$ cat src/rtl/cip_mubi_sweep_ctrl.sv
// rtl/cip_mubi_sweep_ctrl.sv - mubi lane sweep sequencer: walks each enabled lane through every encoding
module cip_mubi_sweep_ctrl #(
  parameter int                NumMubis  = 4,
  parameter int                Width     = 4,
  parameter logic [Width-1:0]  MubiFalse = 4'h9,
  parameter int                HoldW     = 8,
  localparam int               SelW      = (NumMubis > 1) ? $clog2(NumMubis) : 1
) (
  input  logic                      clk_i,
  input  logic                      rst_ni,
  input  logic                      start_i,
  input  logic                      abort_i,
  input  logic [NumMubis-1:0]       mask_i,
  input  logic [HoldW-1:0]          hold_i,
  output logic [NumMubis*Width-1:0] mubis_o,
  output logic [SelW-1:0]           sel_o,
  output logic [Width-1:0]          val_o,
  output logic                      sample_o,
  output logic                      busy_o,
  output logic                      done_o
);

  typedef enum logic [1:0] {
    IDLE  = 2'd0,
    DRIVE = 2'd1,
    GAP   = 2'd2,
    DONE  = 2'd3
  } state_e;

  state_e                           state_q, state_d;
  logic [NumMubis-1:0]              mask_q, mask_d;
  logic [HoldW-1:0]                 hold_q, hold_d;
  logic [SelW-1:0]                  k_q, k_d;
  logic [Width-1:0]                 v_q, v_d;
  logic [HoldW-1:0]                 cnt_q, cnt_d;

  logic [NumMubis-1:0][Width-1:0]   mubis_q, mubis_d;
  logic [SelW-1:0]                  sel_q, sel_d;
  logic [Width-1:0]                 val_q, val_d;
  logic                             sample_q, sample_d;
  logic                             busy_q, busy_d;
  logic                             done_q, done_d;

  logic [SelW:0]                    first_lane, next_lane;

  // Returns {found, index} of the lowest set bit of m at or above position from.
  function automatic logic [SelW:0] find_from(input logic [NumMubis-1:0] m, input int from);
    logic            found;
    logic [SelW-1:0] idx;
    found = 1'b0;
    idx   = '0;
    for (int i = NumMubis - 1; i >= 0; i--) begin
      if (m[i] && (i >= from)) begin
        found = 1'b1;
        idx   = SelW'(i);
      end
    end
    return {found, idx};
  endfunction

  assign first_lane = find_from(mask_i, 0);
  assign next_lane  = find_from(mask_q, int'(k_q) + 1);

  always_comb begin
    state_d = state_q;
    mask_d  = mask_q;
    hold_d  = hold_q;
    k_d     = k_q;
    v_d     = v_q;
    cnt_d   = cnt_q;

    case (state_q)
      IDLE: begin
        if (start_i && !abort_i) begin
          mask_d = mask_i;
          hold_d = hold_i;
          if (mask_i == '0) begin
            state_d = DONE;
          end else begin
            state_d = DRIVE;
            k_d     = first_lane[SelW-1:0];
            v_d     = '0;
            cnt_d   = '0;
          end
        end
      end
      DRIVE: begin
        // Compare before incrementing so a maximal hold never overflows cnt.
        if (cnt_q == hold_q) begin
          cnt_d = '0;
          if (v_q != '1) begin
            v_d = v_q + Width'(1);
          end else begin
            state_d = GAP;
          end
        end else begin
          cnt_d = cnt_q + HoldW'(1);
        end
      end
      GAP: begin
        if (next_lane[SelW]) begin
          state_d = DRIVE;
          k_d     = next_lane[SelW-1:0];
          v_d     = '0;
          cnt_d   = '0;
        end else begin
          state_d = DONE;
        end
      end
      DONE: begin
        state_d = IDLE;
      end
      default: begin
        state_d = IDLE;
      end
    endcase

    if (abort_i && (state_q != IDLE)) begin
      state_d = IDLE;
    end
  end

  // Outputs are decoded from the next state so they line up with it after the edge.
  always_comb begin
    mubis_d  = {NumMubis{MubiFalse}};
    sel_d    = sel_q;
    val_d    = val_q;
    sample_d = 1'b0;
    busy_d   = (state_d == DRIVE) || (state_d == GAP);
    done_d   = (state_d == DONE);
    if (state_d == DRIVE) begin
      mubis_d[k_d] = v_d;
      sel_d        = k_d;
      val_d        = v_d;
      sample_d     = (cnt_d == hold_d);
    end
  end

  always_ff @(posedge clk_i or negedge rst_ni) begin
    if (!rst_ni) begin
      state_q  <= IDLE;
      mask_q   <= '0;
      hold_q   <= '0;
      k_q      <= '0;
      v_q      <= '0;
      cnt_q    <= '0;
      mubis_q  <= {NumMubis{MubiFalse}};
      sel_q    <= '0;
      val_q    <= '0;
      sample_q <= 1'b0;
      busy_q   <= 1'b0;
      done_q   <= 1'b0;
    end else begin
      state_q  <= state_d;
      mask_q   <= mask_d;
      hold_q   <= hold_d;
      k_q      <= k_d;
      v_q      <= v_d;
      cnt_q    <= cnt_d;
      mubis_q  <= mubis_d;
      sel_q    <= sel_d;
      val_q    <= val_d;
      sample_q <= sample_d;
      busy_q   <= busy_d;
      done_q   <= done_d;
    end
  end

  assign mubis_o  = mubis_q;
  assign sel_o    = sel_q;
  assign val_o    = val_q;
  assign sample_o = sample_q;
  assign busy_o   = busy_q;
  assign done_o   = done_q;

endmodule

$ cat config.mk
export PLATFORM = sky130hd
export DESIGN_NAME = cip_mubi_sweep_ctrl
export DESIGN_NICKNAME = d
export VERILOG_FILES = /design/src/rtl/cip_mubi_sweep_ctrl.sv
export SDC_FILE = /design/constraint.sdc
export NUM_CORES = 1
export LEC_CHECK = 0
export ABC_AREA = 1
export CORE_MARGIN = 2
export CORE_UTILIZATION = 50
export CTS_BUF_LIST = sky130_fd_sc_hd__clkbuf_4 sky130_fd_sc_hd__clkbuf_8
export CTS_CLUSTER_DIAMETER = 150
export DETAILED_ROUTE_END_ITERATION = 10
export PLACE_DENSITY = 0.78
export SYNTH_ARGS = -nofsm -noshare
export SYNTH_HDL_FRONTEND = slang
export SYNTH_SLANG_ARGS = --single-unit
export TNS_END_PERCENT = 1
$ cat constraint.sdc
create_clock -name clk_i -period 2.49 [get_ports clk_i]
set_clock_uncertainty 0.2 [all_clocks]
set_input_delay 0.249 -clock clk_i [delete_from_list [all_inputs] [get_ports clk_i]]
set_output_delay 0.249 -clock clk_i [all_outputs]
set_load 0.01 [all_outputs]
==> results.md <==
- Gpl congestion: 0.8683
- Unrepaired setup endpoints after global routing: no
- 1st-iter DRT viols: 98
- Top cell type by total area after synthesis: dfrtp_1
- DP HPWL: 4268 um
- Combinational family with the most area after synthesis: simple AND/OR/NAND/NOR gates
- Cells on worst reg2reg path: 13
- CTS tree: done
- Logic gate share of total power: 43.5%
- Status: complete, no violations
- Total clock sinks: 52
- Hold slack final: 269.4 ps
- Sequential area share after synthesis: 49.43%
- Final min period: 2303 ps
- Final nets: 420
- Pwr per Cell Area: 946.3 nW/um^2
- Final Max Slew Viols: 0
- Core area: 5107 sq um
- # rows: 26
- Setup crit start: cnt_q[2]
- Max H-tree Level: 2
- Most frequent cells in the layout: nand2_1 (111), inv_1 (59), dfrtp_1 (42)
- Vias per inst: 4.792
- Reg clk slew, reported paths: 100 ps
- Syn_nets: 365
- Hold WC Path Type: in -> async
- Clock latency on the worst-skew pair: 310 ps
- DP Area: 3166 sq um
- IO buf count: 40
- Crit start category: flip-flop
- Measured slew at the worst slew-check pin: 591.7 ps
- DR pass1 iterations: 4
- Final setup fails: 0
- Setup TNS: 0 ps
- First-pass GRT wire length: 9804 um
- Fraction of registers with async set or reset after synthesis: 100.0%
- Net Sw Frac: 39.60%
- Relative slew slack: 60.55%
- # diodes: 0
- CTS Buf Count: 5
- Starting density of the core: 51.94%
- Area of the mapped netlist: 2653 sq um
- Worst Path Required: 2550 ps
- Pleak: 1.726 nW
- Post-synth EDFFs: 0
- Top FF cell, synth: dfrtp_1
- DRT antenna net count: 0
- Share of cells above drive strength 1: 12.22%
- CP endpoint: mubis_o[7]
- Maximum clock frequency: 0.4342 GHz
- Layout area overhead: 24.25%
- Xor and xnor fraction of the mapped netlist area: 1.651%
- Commonest non-fill, non-tap cell in the layout: nand2_1
- Yosys warning total: 0
- Post-synth top area share: 41.51%
- R2R Path Start: cnt_q[2]
- Initial antenna violation count: 0
- Netlist cell types: 33
- Kind of critical path: reg -> reg
- Die W: 76.84 um
- Routed WL: 5552 um
- Mean Syn Cell Area: 7.689 sq um
- Flop2flop setup slack: 190 ps
- Clock share of power: 16.2%
- Vias: 2257
- Worst EP arrival: 2360 ps
- DRC viols: 0
- Setup crit end kind: flip-flop
- GRT Resource Usage Total: 20.73%
- Post-synthesis simple-gate area fraction: 29.76%
- Largest net degree at the start of global routing: 28
- Post-synthesis mux area share: 0%
- Adder-cell area share of the yosys netlist: 1.887%
- RR Endpoint: mubis_o[7]
- Final Cycle Share: 92.49%
- Chip height: 76.84 um
- Die area: 5904 sq um
- FF+latch count, synth: 52
- Io pins: 41
- DR WL/cell: 11.79 um
- Max Buffers Root-to-Sink: 2
- CTS root buffer: clkbuf_8
- Largest cells by area after synthesis: dfrtp_1 (42%), nand2_1 (16%), inv_1 (8.3%), dfstp_2 (7.9%), nand3_1 (5.3%)
- Sequential fraction of design power: 40.3%
- Compound-Gate Fraction of Synth Area: 6.085%
- Hold Vio Cnt, Final: 0
- P_sw: 1.235 mW
- VDD IR max: 0.5744 mV
- Vias in the first global route: 2250
- Grt ovf: 0
- Int Pwr: 1.884 mW
- Worst-path maximum fanout: 7
- Max-cap viol count: 0
- Cell area after layout: 3296 sq um
- Synth Instances: 345
## how the worst min path moves through the flow
stage / start / endpoint / slack [ps]
after floorplan: rst_ni / busy_o / -250
after global placement: rst_ni / hold_q[4] / 80
after detailed placement: rst_ni / mubis_o[14] / 90
after CTS: rst_ni / cnt_q[6] / 290
after global routing: rst_ni / cnt_q[6] / 330
final: rst_ni / mubis_o[13] / 270
## power groups by stage
stage / clock (mW) / combinational [mW] / sequential, mW
final: 0.504 / 1.36 / 1.26
after global routing: 0.559 / 1.54 / 1.29
after CTS: 0.519 / 1.35 / 1.26
after detailed placement: 0 / 1.33 / 1.27
after global placement: 0 / 1.31 / 1.27
after floorplan: 0 / 0.878 / 1.28
## logic make-up (layout without fill, tap and decap cells)
logic type | after synthesis | count (layout)
AO/OA/AOI/OAI | 29 | 29
XOR/XNOR | 5 | 5
adder cells (fa/ha/maj) | 4 | 4
buffers and inverters | 70 | 126
flip-flops | 52 | 52
AND/OR/NAND/NOR | 185 | 185
## cell usage after synthesis (2+ instances only)
cell type and n:
nand2_1 111, inv_1 59, dfrtp_1 44, nand3_1 28, nor2_1 28, o21ai_0 14, dfstp_2 8, nand4_1 5
a21oi_1 4, ha_1 4, inv_2 4, o21ai_1 4, nand2_2 3, o211ai_1 3, xnor2_1 3, buf_4 2
buf_6 2, nor3_1 2, or2_2 2, xor2_1 2
## stage by stage
step | setup slack [ps] | utilization, % | cells | total power [mW]
final | 186.9 | 64.53 | 471 | 3.119
after global routing | 7.700 | 64.53 | 471 | 3.385
after CTS | 111.4 | 64.04 | 469 | 3.124
after detailed placement | 86.41 | 61.98 | 460 | 2.606
after global placement | 154.2 | 61.98 | 460 | 2.582
after floorplan | 54.45 | - | 345 | 2.155
## sequential cells by signal, summed over array words and instances (netlist names), 3 cells and up
signal,count
mubis_o,16
v_q,4
hold_q,8
cnt_q,8
mask_q,3
val_o,4
## critical path: stages, from the launching register on
cell     delay, ps
dfrtp_1        460
xnor2_1        190
nand2_1         80
nor2_1         130
nand2_1         90
inv_2           90
nand3_1        110
a21oi_2        180
inv_1           60
ha_1           190
buf_4          170
nand3_1        170
inv_1           80
nand2_1         70
## per-layer routing
metal,wire length (um),vias up,share of wire [%],GRT usage (%)
met2,2827,33,51,38.07
met5,0,-,0,0
met3,163,7,2.9,3.529
met1,2471,1055,45,24.29
li1,-,1162,-,-
met4,90,0,1.6,7.091
## layout make-up
cell class | instances | area (sq um)
Inverter | 63 | 236.5
Timing Repair Buffer | 55 | 510.5
Clock inverter | 3 | 26.28
Fill cell | 453 | 1812
Tap cell | 70 | 87.58
Clock buffer | 5 | 68.82
Sequential cell | 52 | 1314
Multi-Input combinational cell | 223 | 1052
## repair_timing
action / 4_1_cts / 5_1_grt
endpoints found under the setup margin: 0 / 20
resized for setup: 0 / 4
buffers inserted: 0 / 2
endpoints found under the hold margin: 25 / 0
hold buffers: 1 / 0
Note: power is estimated with default switching activity, not from simulation.
